$ cat config.mk
export PLATFORM = sky130hd
export DESIGN_NAME = axis_multichannel_gain
export DESIGN_NICKNAME = d
export VERILOG_FILES = /design/src/rtl/axis_gain_pkg.sv /design/src/rtl/gain_ramp.sv /design/src/rtl/axis_multichannel_gain.sv
export SDC_FILE = /design/constraint.sdc
export NUM_CORES = 1
export LEC_CHECK = 0
export ABC_AREA = 1
export BUFFER_PORTS_ARGS = -buffer_cell sky130_fd_sc_hd__buf_2
export CAP_MARGIN = 20
export CORE_ASPECT_RATIO = 0.9
export CORE_MARGIN = 2
export CORE_UTILIZATION = 65
export CTS_CLUSTER_DIAMETER = 100
export CTS_CLUSTER_SIZE = 24
export DETAILED_ROUTE_END_ITERATION = 8
export PLACE_DENSITY = 0.8
export SYNTH_ARGS = -nofsm -noshare
export SYNTH_HDL_FRONTEND = slang
export SYNTH_SLANG_ARGS = --single-unit
$ cat constraint.sdc
create_clock -name clk_i -period 12.8 [get_ports clk_i]
set_clock_uncertainty 0.1 [all_clocks]
set_input_delay 0.64 -clock clk_i [delete_from_list [all_inputs] [get_ports clk_i]]
set_output_delay 0.64 -clock clk_i [all_outputs]
set_load 0.01 [all_outputs]
$ cat src/rtl/axis_gain_pkg.sv
// Shared types and helpers for the multichannel AXI-Stream gain stage.
package axis_gain_pkg;

    typedef enum logic [1:0] {
        MODE_NORMAL = 2'b00,
        MODE_CLIP   = 2'b01,
        MODE_RECT   = 2'b10,
        MODE_MUTE   = 2'b11
    } mode_e;

    typedef enum logic [1:0] {
        RECV,
        CALC,
        SEND
    } state_e;

    // Clamp a sign-extended value to the signed range of a w-bit word.
    function automatic logic signed [63:0] saturate(input logic signed [63:0] v,
                                                    input int unsigned        w);
        logic signed [63:0] hi;
        logic signed [63:0] lo;
        hi = (64'sd1 <<< (w - 1)) - 64'sd1;
        lo = -hi - 64'sd1;
        if (v > hi) return hi;
        if (v < lo) return lo;
        return v;
    endfunction

endpackage

$ cat src/rtl/gain_ramp.sv
// Synchronises the switch-driven target gain and ramps the current gain
// toward it by a bounded step on each update strobe.
module gain_ramp
    import axis_gain_pkg::*;
#(
    parameter int GAIN_WIDTH = 8,
    parameter int RAMP_STEP  = 4
) (
    input  logic                  clk_i,
    input  logic                  rst_i,
    input  logic [GAIN_WIDTH-1:0] gain_i,
    input  logic                  mute_i,
    input  logic                  upd_i,
    output logic [GAIN_WIDTH-1:0] gain_cur_o
);

    localparam logic [GAIN_WIDTH-1:0] STEP = GAIN_WIDTH'(RAMP_STEP);

    logic [GAIN_WIDTH-1:0] gain_s1_q;
    logic [GAIN_WIDTH-1:0] gain_s2_q;
    logic [GAIN_WIDTH-1:0] cur_q;
    logic [GAIN_WIDTH-1:0] cur_d;
    logic [GAIN_WIDTH-1:0] target;
    logic [GAIN_WIDTH-1:0] diff;
    logic [GAIN_WIDTH-1:0] step;

    always_comb begin
        target = mute_i ? '0 : gain_s2_q;
        diff   = (target > cur_q) ? (target - cur_q) : (cur_q - target);
        step   = (diff > STEP) ? STEP : diff;
        cur_d  = cur_q;
        if (upd_i) begin
            cur_d = (target > cur_q) ? (cur_q + step) : (cur_q - step);
        end
    end

    always_ff @(posedge clk_i or posedge rst_i) begin
        if (rst_i) begin
            gain_s1_q <= '0;
            gain_s2_q <= '0;
            cur_q     <= '0;
        end else begin
            gain_s1_q <= gain_i;
            gain_s2_q <= gain_s1_q;
            cur_q     <= cur_d;
        end
    end

    assign gain_cur_o = cur_q;

endmodule

$ cat src/rtl/axis_multichannel_gain.sv
// N-channel AXI-Stream gain stage: buffers a frame, applies a ramped gain with
// saturation and optional shaping through one shared multiplier, re-emits it.
module axis_multichannel_gain
    import axis_gain_pkg::*;
#(
    parameter int DATA_WIDTH = 24,
    parameter int CHANNELS   = 2,
    parameter int GAIN_WIDTH = 8,
    parameter int RAMP_STEP  = 4,
    parameter int CLIP_SHIFT = 2
) (
    input  logic                  clk_i,
    input  logic                  rst_i,
    input  logic [GAIN_WIDTH-1:0] gain_i,
    input  logic [1:0]            mode_i,
    input  logic [DATA_WIDTH-1:0] s_axis_data_i,
    input  logic                  s_axis_valid_i,
    output logic                  s_axis_ready_o,
    input  logic                  s_axis_last_i,
    output logic [DATA_WIDTH-1:0] m_axis_data_o,
    output logic                  m_axis_valid_o,
    input  logic                  m_axis_ready_i,
    output logic                  m_axis_last_o,
    output logic                  frame_err_o,
    output logic [GAIN_WIDTH-1:0] gain_cur_o
);

    localparam int PW = DATA_WIDTH + GAIN_WIDTH + 1;
    localparam int IW = (CHANNELS > 1) ? $clog2(CHANNELS) : 1;
    localparam int CW = $clog2(CHANNELS + 3);
    localparam logic signed [DATA_WIDTH-1:0] S_MAX  = {1'b0, {(DATA_WIDTH-1){1'b1}}};
    localparam logic signed [DATA_WIDTH-1:0] S_MIN  = {1'b1, {(DATA_WIDTH-1){1'b0}}};
    localparam logic signed [DATA_WIDTH-1:0] CLIP_T = S_MAX >>> CLIP_SHIFT;

    state_e                       state_q;
    logic [IW-1:0]                idx_q;
    logic [CW-1:0]                cnt_q;
    logic signed [DATA_WIDTH-1:0] buf_q [CHANNELS];
    logic [1:0]                   mode_s1_q;
    logic [1:0]                   mode_s2_q;
    mode_e                        mode_q;
    logic signed [PW-1:0]         p_q;
    logic                         s1_vld_q;
    logic [IW-1:0]                s1_idx_q;
    logic                         s_ready_q;
    logic                         m_valid_q;
    logic                         m_last_q;
    logic [DATA_WIDTH-1:0]        m_data_q;
    logic                         ferr_q;

    logic                         upd;
    logic                         s_hs;
    logic                         m_hs;
    logic [GAIN_WIDTH-1:0]        gain_cur;
    logic [IW-1:0]                issue_idx;
    logic signed [PW-1:0]         prod;
    logic signed [PW-1:0]         shifted;
    logic signed [DATA_WIDTH-1:0] sat;
    logic signed [DATA_WIDTH-1:0] shaped;

    assign s_hs = s_ready_q & s_axis_valid_i;
    assign m_hs = m_valid_q & m_axis_ready_i;
    assign upd  = (state_q == CALC) && (cnt_q == '0);

    gain_ramp #(
        .GAIN_WIDTH (GAIN_WIDTH),
        .RAMP_STEP  (RAMP_STEP)
    ) u_ramp (
        .clk_i      (clk_i),
        .rst_i      (rst_i),
        .gain_i     (gain_i),
        .mute_i     (mode_e'(mode_s2_q) == MODE_MUTE),
        .upd_i      (upd),
        .gain_cur_o (gain_cur)
    );

    // CALC cycle 1..CHANNELS issues channel cnt-1 into the multiplier.
    assign issue_idx = IW'(cnt_q - CW'(1));
    assign prod      = PW'(buf_q[issue_idx]) * PW'($signed({1'b0, gain_cur}));
    assign shifted   = p_q >>> (GAIN_WIDTH - 1);
    assign sat       = DATA_WIDTH'(saturate(64'(shifted), DATA_WIDTH));

    always_comb begin
        shaped = sat;
        case (mode_q)
            MODE_CLIP: begin
                if (sat > CLIP_T)       shaped = CLIP_T;
                else if (sat < -CLIP_T) shaped = -CLIP_T;
            end
            MODE_RECT: begin
                if (sat == S_MIN)               shaped = S_MAX;
                else if (sat[DATA_WIDTH-1])     shaped = -sat;
            end
            default: shaped = sat;
        endcase
    end

    always_ff @(posedge clk_i or posedge rst_i) begin
        if (rst_i) begin
            state_q   <= RECV;
            idx_q     <= '0;
            cnt_q     <= '0;
            mode_s1_q <= '0;
            mode_s2_q <= '0;
            mode_q    <= MODE_NORMAL;
            p_q       <= '0;
            s1_vld_q  <= 1'b0;
            s1_idx_q  <= '0;
            s_ready_q <= 1'b0;
            m_valid_q <= 1'b0;
            m_last_q  <= 1'b0;
            m_data_q  <= '0;
            ferr_q    <= 1'b0;
            for (int i = 0; i < CHANNELS; i++) buf_q[i] <= '0;
        end else begin
            mode_s1_q <= mode_i;
            mode_s2_q <= mode_s1_q;
            ferr_q    <= 1'b0;
            s1_vld_q  <= 1'b0;
            // Results overwrite the input slot they were computed from.
            if (s1_vld_q) buf_q[s1_idx_q] <= shaped;
            case (state_q)
                RECV: begin
                    s_ready_q <= 1'b1;
                    if (s_hs) begin
                        buf_q[idx_q] <= s_axis_data_i;
                        if (idx_q == IW'(CHANNELS - 1)) begin
                            state_q   <= CALC;
                            cnt_q     <= '0;
                            idx_q     <= '0;
                            s_ready_q <= 1'b0;
                            ferr_q    <= ~s_axis_last_i;
                        end else if (s_axis_last_i) begin
                            idx_q  <= '0;
                            ferr_q <= 1'b1;
                        end else begin
                            idx_q <= idx_q + 1'b1;
                        end
                    end
                end
                CALC: begin
                    cnt_q <= cnt_q + 1'b1;
                    if (cnt_q == '0) mode_q <= mode_e'(mode_s2_q);
                    if (cnt_q >= CW'(1) && cnt_q <= CW'(CHANNELS)) begin
                        s1_vld_q <= 1'b1;
                        s1_idx_q <= issue_idx;
                        p_q      <= prod;
                    end
                    if (cnt_q == CW'(CHANNELS + 2)) begin
                        state_q   <= SEND;
                        idx_q     <= '0;
                        m_valid_q <= 1'b1;
                        m_data_q  <= buf_q[0];
                        m_last_q  <= (CHANNELS == 1);
                    end
                end
                SEND: begin
                    if (m_hs) begin
                        if (idx_q == IW'(CHANNELS - 1)) begin
                            m_valid_q <= 1'b0;
                            m_last_q  <= 1'b0;
                            state_q   <= RECV;
                            s_ready_q <= 1'b1;
                            idx_q     <= '0;
                        end else begin
                            idx_q    <= idx_q + 1'b1;
                            m_data_q <= buf_q[idx_q + 1'b1];
                            m_last_q <= ((idx_q + 1'b1) == IW'(CHANNELS - 1));
                        end
                    end
                end
                default: state_q <= RECV;
            endcase
        end
    end

    assign s_axis_ready_o = s_ready_q;
    assign m_axis_valid_o = m_valid_q;
    assign m_axis_last_o  = m_last_q;
    assign m_axis_data_o  = m_data_q;
    assign frame_err_o    = ferr_q;
    assign gain_cur_o     = gain_cur;

endmodule

==> results of run 1 <==
==> worst reg2reg max path, cell delays in order, from the launching register on <==
cell	delay [ps]
dfrtp_1	940
inv_1	590
or2_2	440
o21ai_0	350
inv_1	240
nand2_1	170
fa_1	410
inv_1	80
fa_1	420
inv_1	80
fa_1	410
inv_1	100
fa_1	410
ha_1	490
nand2_1	160
inv_1	120
a21oi_1	110
o21ai_0	520
a21o_1	220
nand2_1	80
nand2_1	70
xor2_1	200
o21ai_0	110
==> worst paths after layout <==
kind,end,slack (ps),start
max,p_q[18],5860,cnt_q[0]
min,u_ramp.gain_s1_q[7],210,gain_i[7]
max reg2reg,p_q[18],5860,cnt_q[0]
min reg2reg,u_ramp.gain_s2_q[2],250,u_ramp.gain_s1_q[2]
max in group asynchronous,p_q[25],11080,rst_i
min in group asynchronous,u_ramp.gain_s2_q[2],250,rst_i
==> flip-flops by register name, summed over array words and instances, names as in the netlist, 2 cells and up <==
| register | count |
|---|---|
| u_ramp.gain_s1_q | 8 |
| buf_q | 48 |
| p_q | 26 |
| state_q | 2 |
| mode_s1_q | 2 |
| mode_q | 2 |
| u_ramp.gain_cur_o | 8 |
| cnt_q | 3 |
| u_ramp.gain_s2_q | 8 |
| mode_s2_q | 2 |
| m_axis_data_o | 24 |
==> metrics by stage <==
step / worst slack [ps] / instances / hold slack (ps)
2_1_floorplan: 7600 / 2210 / 231
3_3_place_gp: 6180 / 2531 / 236
3_5_place_dp: 6070 / 2531 / 236
4_1_cts: 6040 / 2563 / 206
5_1_grt: 5470 / 2565 / 200
6_report: 5860 / 2565 / 214
==> layer usage <==
metal / up-vias / global-route usage / part of all wire / wire length (um)
met5: - / 0 / 0 / 0
met4: 0 / 0.133 / 0.037 / 1780
met3: 107 / 0.112 / 0.11 / 5530
met2: 825 / 0.578 / 0.44 / 20900
met1: 7023 / 0.557 / 0.41 / 19900
li1: 6983 / - / - / -
==> cell families (layout without fill, tap and decap cells) <==
logic type      count (synthesis)  count (layout)  synth area share
compound gates                336             336             0.118
xor+xnor                       25              25            0.0138
mux                             3               3           0.00197
simple gates                  999             999             0.262
fa+ha+maj                     254             254             0.273
flops                         140             140             0.221
buf+inv                       453             500             0.110
==> cells in the final DEF, fill, tap and decap left out, types with 4 or more instances in the layout <==
| cell type | netlist | layout |
|---|---|---|
| clkinv_4 | 0 | 5 |
| clkbuf_16 | 0 | 17 |
| buf_4 | 1 | 14 |
| o31ai_1 | 4 | 4 |
| nor3_1 | 10 | 9 |
| fa_1 | 152 | 152 |
| o21ai_0 | 93 | 92 |
| nand4_1 | 11 | 11 |
| nor4_1 | 4 | 4 |
| nor2_1 | 275 | 274 |
| o21ai_1 | 7 | 8 |
| or2_2 | 29 | 29 |
| dfrtp_1 | 140 | 140 |
| nand2_1 | 501 | 501 |
| inv_2 | 7 | 7 |
| clkinv_1 | 6 | 6 |
| buf_2 | 9 | 74 |
| xor2_1 | 12 | 12 |
| ha_1 | 102 | 102 |
| a21oi_1 | 171 | 170 |
| inv_1 | 364 | 363 |
| nand2_2 | 8 | 8 |
| xnor2_1 | 13 | 13 |
| nor2_2 | 7 | 8 |
| o211ai_2 | 7 | 7 |
| a31oi_1 | 29 | 29 |
| nand3_1 | 145 | 145 |
==> area by class of cell <==
class                           count  area (um^2)
Multi-Input combinational cell   1617        10600
Fill cell                        2019         7060
Sequential cell                   140         3500
Inverter                          378         1430
Timing Repair Buffer               90          523
Clock buffer                       20          467
Tap cell                          308          385
Clock inverter                     12          154
==> impl_results.md, run 1 <==
* Die area at 25600 um^2
* Largest net degree at the start of global routing at 87
* Final Max Slew Viols at 0
* Synth cell count leaders: nand2_1 (501), inv_1 (364), nor2_1 (275)
* Status: completed
* Worst-Margin Slew at 1110 ps
* DP Area at 16400 um^2
* Peak Freq at 144 MHz
* Yosys Warn Count at 0
* Row count at 54
* Seq/Total Area, Yosys at 0.221
* Max-cap violations at 0
* Worst-path cell chain: inv_1 > or2_2 > o21ai_0 > inv_1 > nand2_1 > fa_1 > inv_1 > fa_1 > inv_1 > fa_1 > inv_1 > fa_1 > ha_1 > nand2_1 > inv_1 > a21oi_1 > o21ai_0 > a21o_1 > nand2_1 > nand2_1 > xor2_1 > o21ai_0
* First-pass GRT wire length at 78.1 mm
* Final instance area at 17100 um^2
* CP arrival at 7130 ps
* Crit. End Element: register
* I/O Pins at 75
* CP top delay family: adder cells
* Drt drc at 0
* RSZ-0062 raised after global routing: no
* Core box area at 24100 um^2
* Clock tree root buffer cell: clkbuf_16
* Number of port buffers at 74
* CP max-delay cell: dfrtp_1
* Clk pin slew, worst setup/hold paths at 60 ps
* ANT cells at 0
* Layout area overhead at 7.74%
* Antenna violations before repair at 0
* Syn_nets at 2503
* Maximum fanout along the worst path at 29
* H-tree depth at 4
* CTS tree: built
* Vias per cell at 5.82
* TNS Setup at 0 ps
* CTS Buf Count at 17
* Vias in the first global route at 14.5k
* Worst stage delay on the critical path at 940 ps
* Wirelength per Cell at 18.8 um
* Total grt overflow at 0
* Final hold vios at 0
* Drt initial violations at 1682
* Post-CTS sizing at 0
* Crit share post-route at 0.542
* CP Class: register to register
* #FFs+latches synth at 140
* Die Ht at 152 um
* Count leader, synth: nand2_1
* Hold path depth at 1
* Max Root-Sink Buffers at 2
* Startpoint Class: register
* Required time worst endpoint at 12990 ps
* Rel. slew slack at 0.252
* R2r worst-path depth at 22
* Post-Syn Area at 15800 um^2
* Post-synth top area cell: dfrtp_1
* Crit. path cell count at 22
* Cells after Synth at 2210
* GRT Util Overall at 0.391
* RD Place Congestion at 1.01
* Synth Flop Type: dfrtp_1
* Crit path top cell by count: inv_1
* FFs w/ async S/R, synth at 1.00
* Synth cell types at 53
* Final ANT Viol Nets at 0
* Post-DP HPWL at 37.3 mm
* Top cells by area, synth: dfrtp_1 (22%), fa_1 (19%), nand2_1 (12%)
* Worst skew pair latency at 440 ps
* Routed wire length at 48.1 mm
* Vias at 14.9k
* Min Tclk post-route at 6940 ps
* Finished Core Util at 0.707
* Chip width at 169 um
* Starting Density at 0.657
* Pre-Repair DR Iteration Count at 6
* Final setup fails at 0
* HP Class: primary input to register
* Post-synth EDFFs at 0
* Post-CTS Setup Inserts at 0
* Sink Count at 140
* Mean Syn Cell Area at 7.17 um^2
* Layout cells sized above 1 at 0.0860
* Final net count at 2537
* Yosys top cell area share at 0.221
* Hold_buf cts at 0
* CP bufs+invs at 6
Power of run 1 is left out: the tool's default activity adds up to more than one toggle a clock period on the data nets, which glitch-free logic cannot reach.
==> run 2: changes to the inputs <==
--- a/config.mk
+++ b/config.mk
@@ -5,16 +5,16 @@
 export SDC_FILE = /design/constraint.sdc
 export NUM_CORES = 1
 export LEC_CHECK = 0
-export ABC_AREA = 1
+export ABC_AREA = 0
 export BUFFER_PORTS_ARGS = -buffer_cell sky130_fd_sc_hd__buf_2
 export CAP_MARGIN = 20
 export CORE_ASPECT_RATIO = 0.9
 export CORE_MARGIN = 2
-export CORE_UTILIZATION = 65
+export CORE_UTILIZATION = 64
 export CTS_CLUSTER_DIAMETER = 100
 export CTS_CLUSTER_SIZE = 24
 export DETAILED_ROUTE_END_ITERATION = 8
-export PLACE_DENSITY = 0.8
+export PLACE_DENSITY = 0.79
 export SYNTH_ARGS = -nofsm -noshare
 export SYNTH_HDL_FRONTEND = slang
 export SYNTH_SLANG_ARGS = --single-unit
==> constraint.sdc (replaced) <==
create_clock -name clk_i -period 7 [get_ports clk_i]
set_clock_uncertainty 0.1 [all_clocks]
set_input_delay 0.35 -clock clk_i [delete_from_list [all_inputs] [get_ports clk_i]]
set_output_delay 0.35 -clock clk_i [all_outputs]
set_load 0.01 [all_outputs]
==> run 2 against run 1 <==
Critical path depth is 3 higher; register-to-register slack got worse by 5200 ps; critical endpoint is now u_ramp.gain_cur_o[7]; clock-buffer cell count decreased by 2; sequential share of layout area increased by 0.72 points; setup slack got worse by 5200 ps; synthesized cell count is 19% lower; worst hold slack got worse by 180 ps; global-route usage decreased by 3.6 points; utilization rose by 0.12 points.
==> impl_results.md, run 2 <==
* Status: completed
* Final instance area at 16500 um^2
* Total grt overflow at 0
* Drt initial violations at 1362
* CP Class: register to register
* Final ANT Viol Nets at 0
* PwrDens at 117 nW/um^2
* CP bufs+invs at 1
* Post-synth top area cell: dfrtp_1
* Vias in the first global route at 13.2k
* Worst-Margin Slew at 1210 ps
* Die area at 24900 um^2
* RD Place Congestion at 0.976
* Worst stage delay on the critical path at 420 ps
* Startpoint Class: register
* Dpl cells at 2103
* TNS Setup at 0 ps
* Peak Freq at 158 MHz
* Pleak at 0.00803 uW
* DP Area at 15700 um^2
* HP Class: primary input to register
* Synth cell count leaders: inv_1 (235), nand2_1 (228), nor2_1 (205)
* I/O Pins at 75
* R2r worst-path depth at 25
* Yosys top cell area share at 0.231
* CTS tree: built
* Max-cap violations at 0
* Maximum fanout along the worst path at 17
* Commonest non-fill, non-tap cell in the layout: inv_1
* Antenna violations before repair at 2
* Hold EP: buf_q[0]
* Final net count at 2125
* Reg2reg end: u_ramp.gain_cur_o[7]
* GRT Util Overall at 0.356
* Synth cell types at 79
* Min Tclk post-route at 6320 ps
* Clk pin slew, worst setup/hold paths at 70 ps
* VDD IR max at 0.145 mV
* Syn_nets at 2082
* Hold_buf cts at 11
* Reg2Reg Launch Point: mode_s2_q[0]
* Count leader, synth: inv_1
* Row count at 53
* Starting Density at 0.650
* Final worst slack at 677 ps
* Hold path depth at 3
* Clock tree root buffer cell: clkbuf_16
* CTS Buf Count at 17
* Final Max Slew Viols at 0
* Largest Register: buf_q
* Seq/Total Area, Yosys at 0.231
* Routed wire length at 42.1 mm
* #FFs+latches synth at 140
* RSZ-0062 raised after global routing: no
* CP top delay family: simple AND/OR/NAND/NOR gates
* Post-CTS Setup Inserts at 0
* Post-DP HPWL at 31.7 mm
* Post-synth EDFFs at 0
* CP arrival at 6590 ps
* Max FFs per register at 48
* Core box area at 23300 um^2
* Drt drc at 0
* Hold_sp: s_axis_data_i[0]
* Synth Flop Type: dfrtp_1
* FF-to-FF setup slack at 680 ps
* Layout area overhead at 8.99%
* Cells after Synth at 1789
* Mean Syn Cell Area at 8.46 um^2
* Crit share post-route at 0.903
* Crit. End Element: register
* Top cells by area, synth: dfrtp_1 (23%), fa_1 (20%), ha_1 (8.4%)
* H-tree depth at 4
* Fill cells at 1797
* Worst skew pair latency at 440 ps
* First-pass GRT wire length at 69.6 mm
* Layout cells sized above 1 at 0.0988
* Sink Count at 140
* Number of port buffers at 74
* Max Root-Sink Buffers at 2
* Wirelength per Cell at 19.6 um
* Pre-CTS setup slack at 741 ps
* Post-CTS sizing at 0
* Die Ht at 150 um
* Largest net degree at the start of global routing at 76
* Vias per cell at 6.09
* Yosys Warn Count at 0
* Pre-Repair DR Iteration Count at 7
* Final hold vios at 0
* Vias at 13.1k
* Final std cells w/o fill at 2147
* Post-Syn Area at 15100 um^2
* CP max-delay cell: fa_1
* FFs w/ async S/R, synth at 1.00
* Rel. slew slack at 0.192
* Required time worst endpoint at 7270 ps
* Commonest cells after routing, fill and taps aside: inv_1 (234), nand2_1 (228), nor2_1 (205)
* Chip width at 166 um
* Final setup fails at 0
==> run 2: changes by cell type in the layout (fill, tap and decap cells not counted), moves of 30 or more <==
cell	previous run	this run
inv_1	363	234
mux2_2	1	31
mux2i_1	2	64
o21ai_0	92	137
nand2_1	501	228
a21oi_1	170	120
nor2_1	274	205
nand3_1	145	10
==> run 2: cells by family (layout without fill, tap and decap cells) <==
logic type,after synthesis,count (layout),share of synthesized area
xor+xnor,43,43,0.0249
other cells,0,2,0
simple gates,530,530,0.149
buf+inv,322,376,0.0820
flops,140,140,0.231
compound gates,405,405,0.162
fa+ha+maj,254,254,0.285
mux,95,95,0.0654
==> run 2: layer usage <==
metal / wire (um) / global-route usage
met5: 0 / 0
met1: 17000 / 0.465
met3: 3990 / 0.0931
met4: 1790 / 0.151
met2: 19400 / 0.566
==> run 2: worst max path at each step <==
| stage | depth (start not counted) | startpoint | slack (ps) | to |
|---|---|---|---|---|
| detailed placement | 25 | mode_s2_q[1] | 740 | u_ramp.gain_cur_o[7] |
| global placement | 23 | u_ramp.gain_cur_o[3] | 890 | u_ramp.gain_cur_o[7] |
| CTS | 25 | mode_s2_q[1] | 720 | u_ramp.gain_cur_o[7] |
| finish | 25 | mode_s2_q[0] | 680 | u_ramp.gain_cur_o[7] |
| floorplan | 22 | cnt_q[0] | 1030 | p_q[30] |
| global route | 23 | u_ramp.gain_cur_o[3] | 240 | u_ramp.gain_cur_o[7] |
==> run 2: area by class of cell <==
type / count / area, um^2 / share of cell area
diodes: 2 / 5.00 / 0.000303
well taps: 302 / 378 / 0.0229
clock buffers: 18 / 439 / 0.0266
inverters: 239 / 902 / 0.0547
clock inverters: 12 / 185 / 0.0112
flip-flops and latches: 140 / 3500 / 0.212
repair buffers: 107 / 671 / 0.0407
multi-input cells: 1327 / 10400 / 0.631
==> run 2: worst reg2reg max path: cells and delay by family (launching register included) <==
kind	cells	cell delay (ps)
AO/OA/AOI/OAI	9	1650
AND/OR/NAND/NOR	9	2260
adder cells (fa/ha/maj)	4	1260
XOR/XNOR	1	140
flip-flops	1	390
buffers and inverters	1	210
multiplexers	1	260
==> run 2: through the flow <==
step	hold WS, ps	power, uW	utilization
5_1_grt	48.8	1980	0.708
4_1_cts	22.3	1930	0.708
2_1_floorplan	231	906	-
3_5_place_dp	235	943	0.676
3_3_place_gp	232	941	0.676
6_report	37.4	1930	0.709
==> run 2: power by group <==
group          switching (uW)  internal [uW]  leakage [uW]  total, uW
Sequential               1.92            815       0.00169        817
Clock                     388            607      0.000304        995
Combinational            73.7           44.1       0.00603        118
Power figures use the tool's default switching activity.
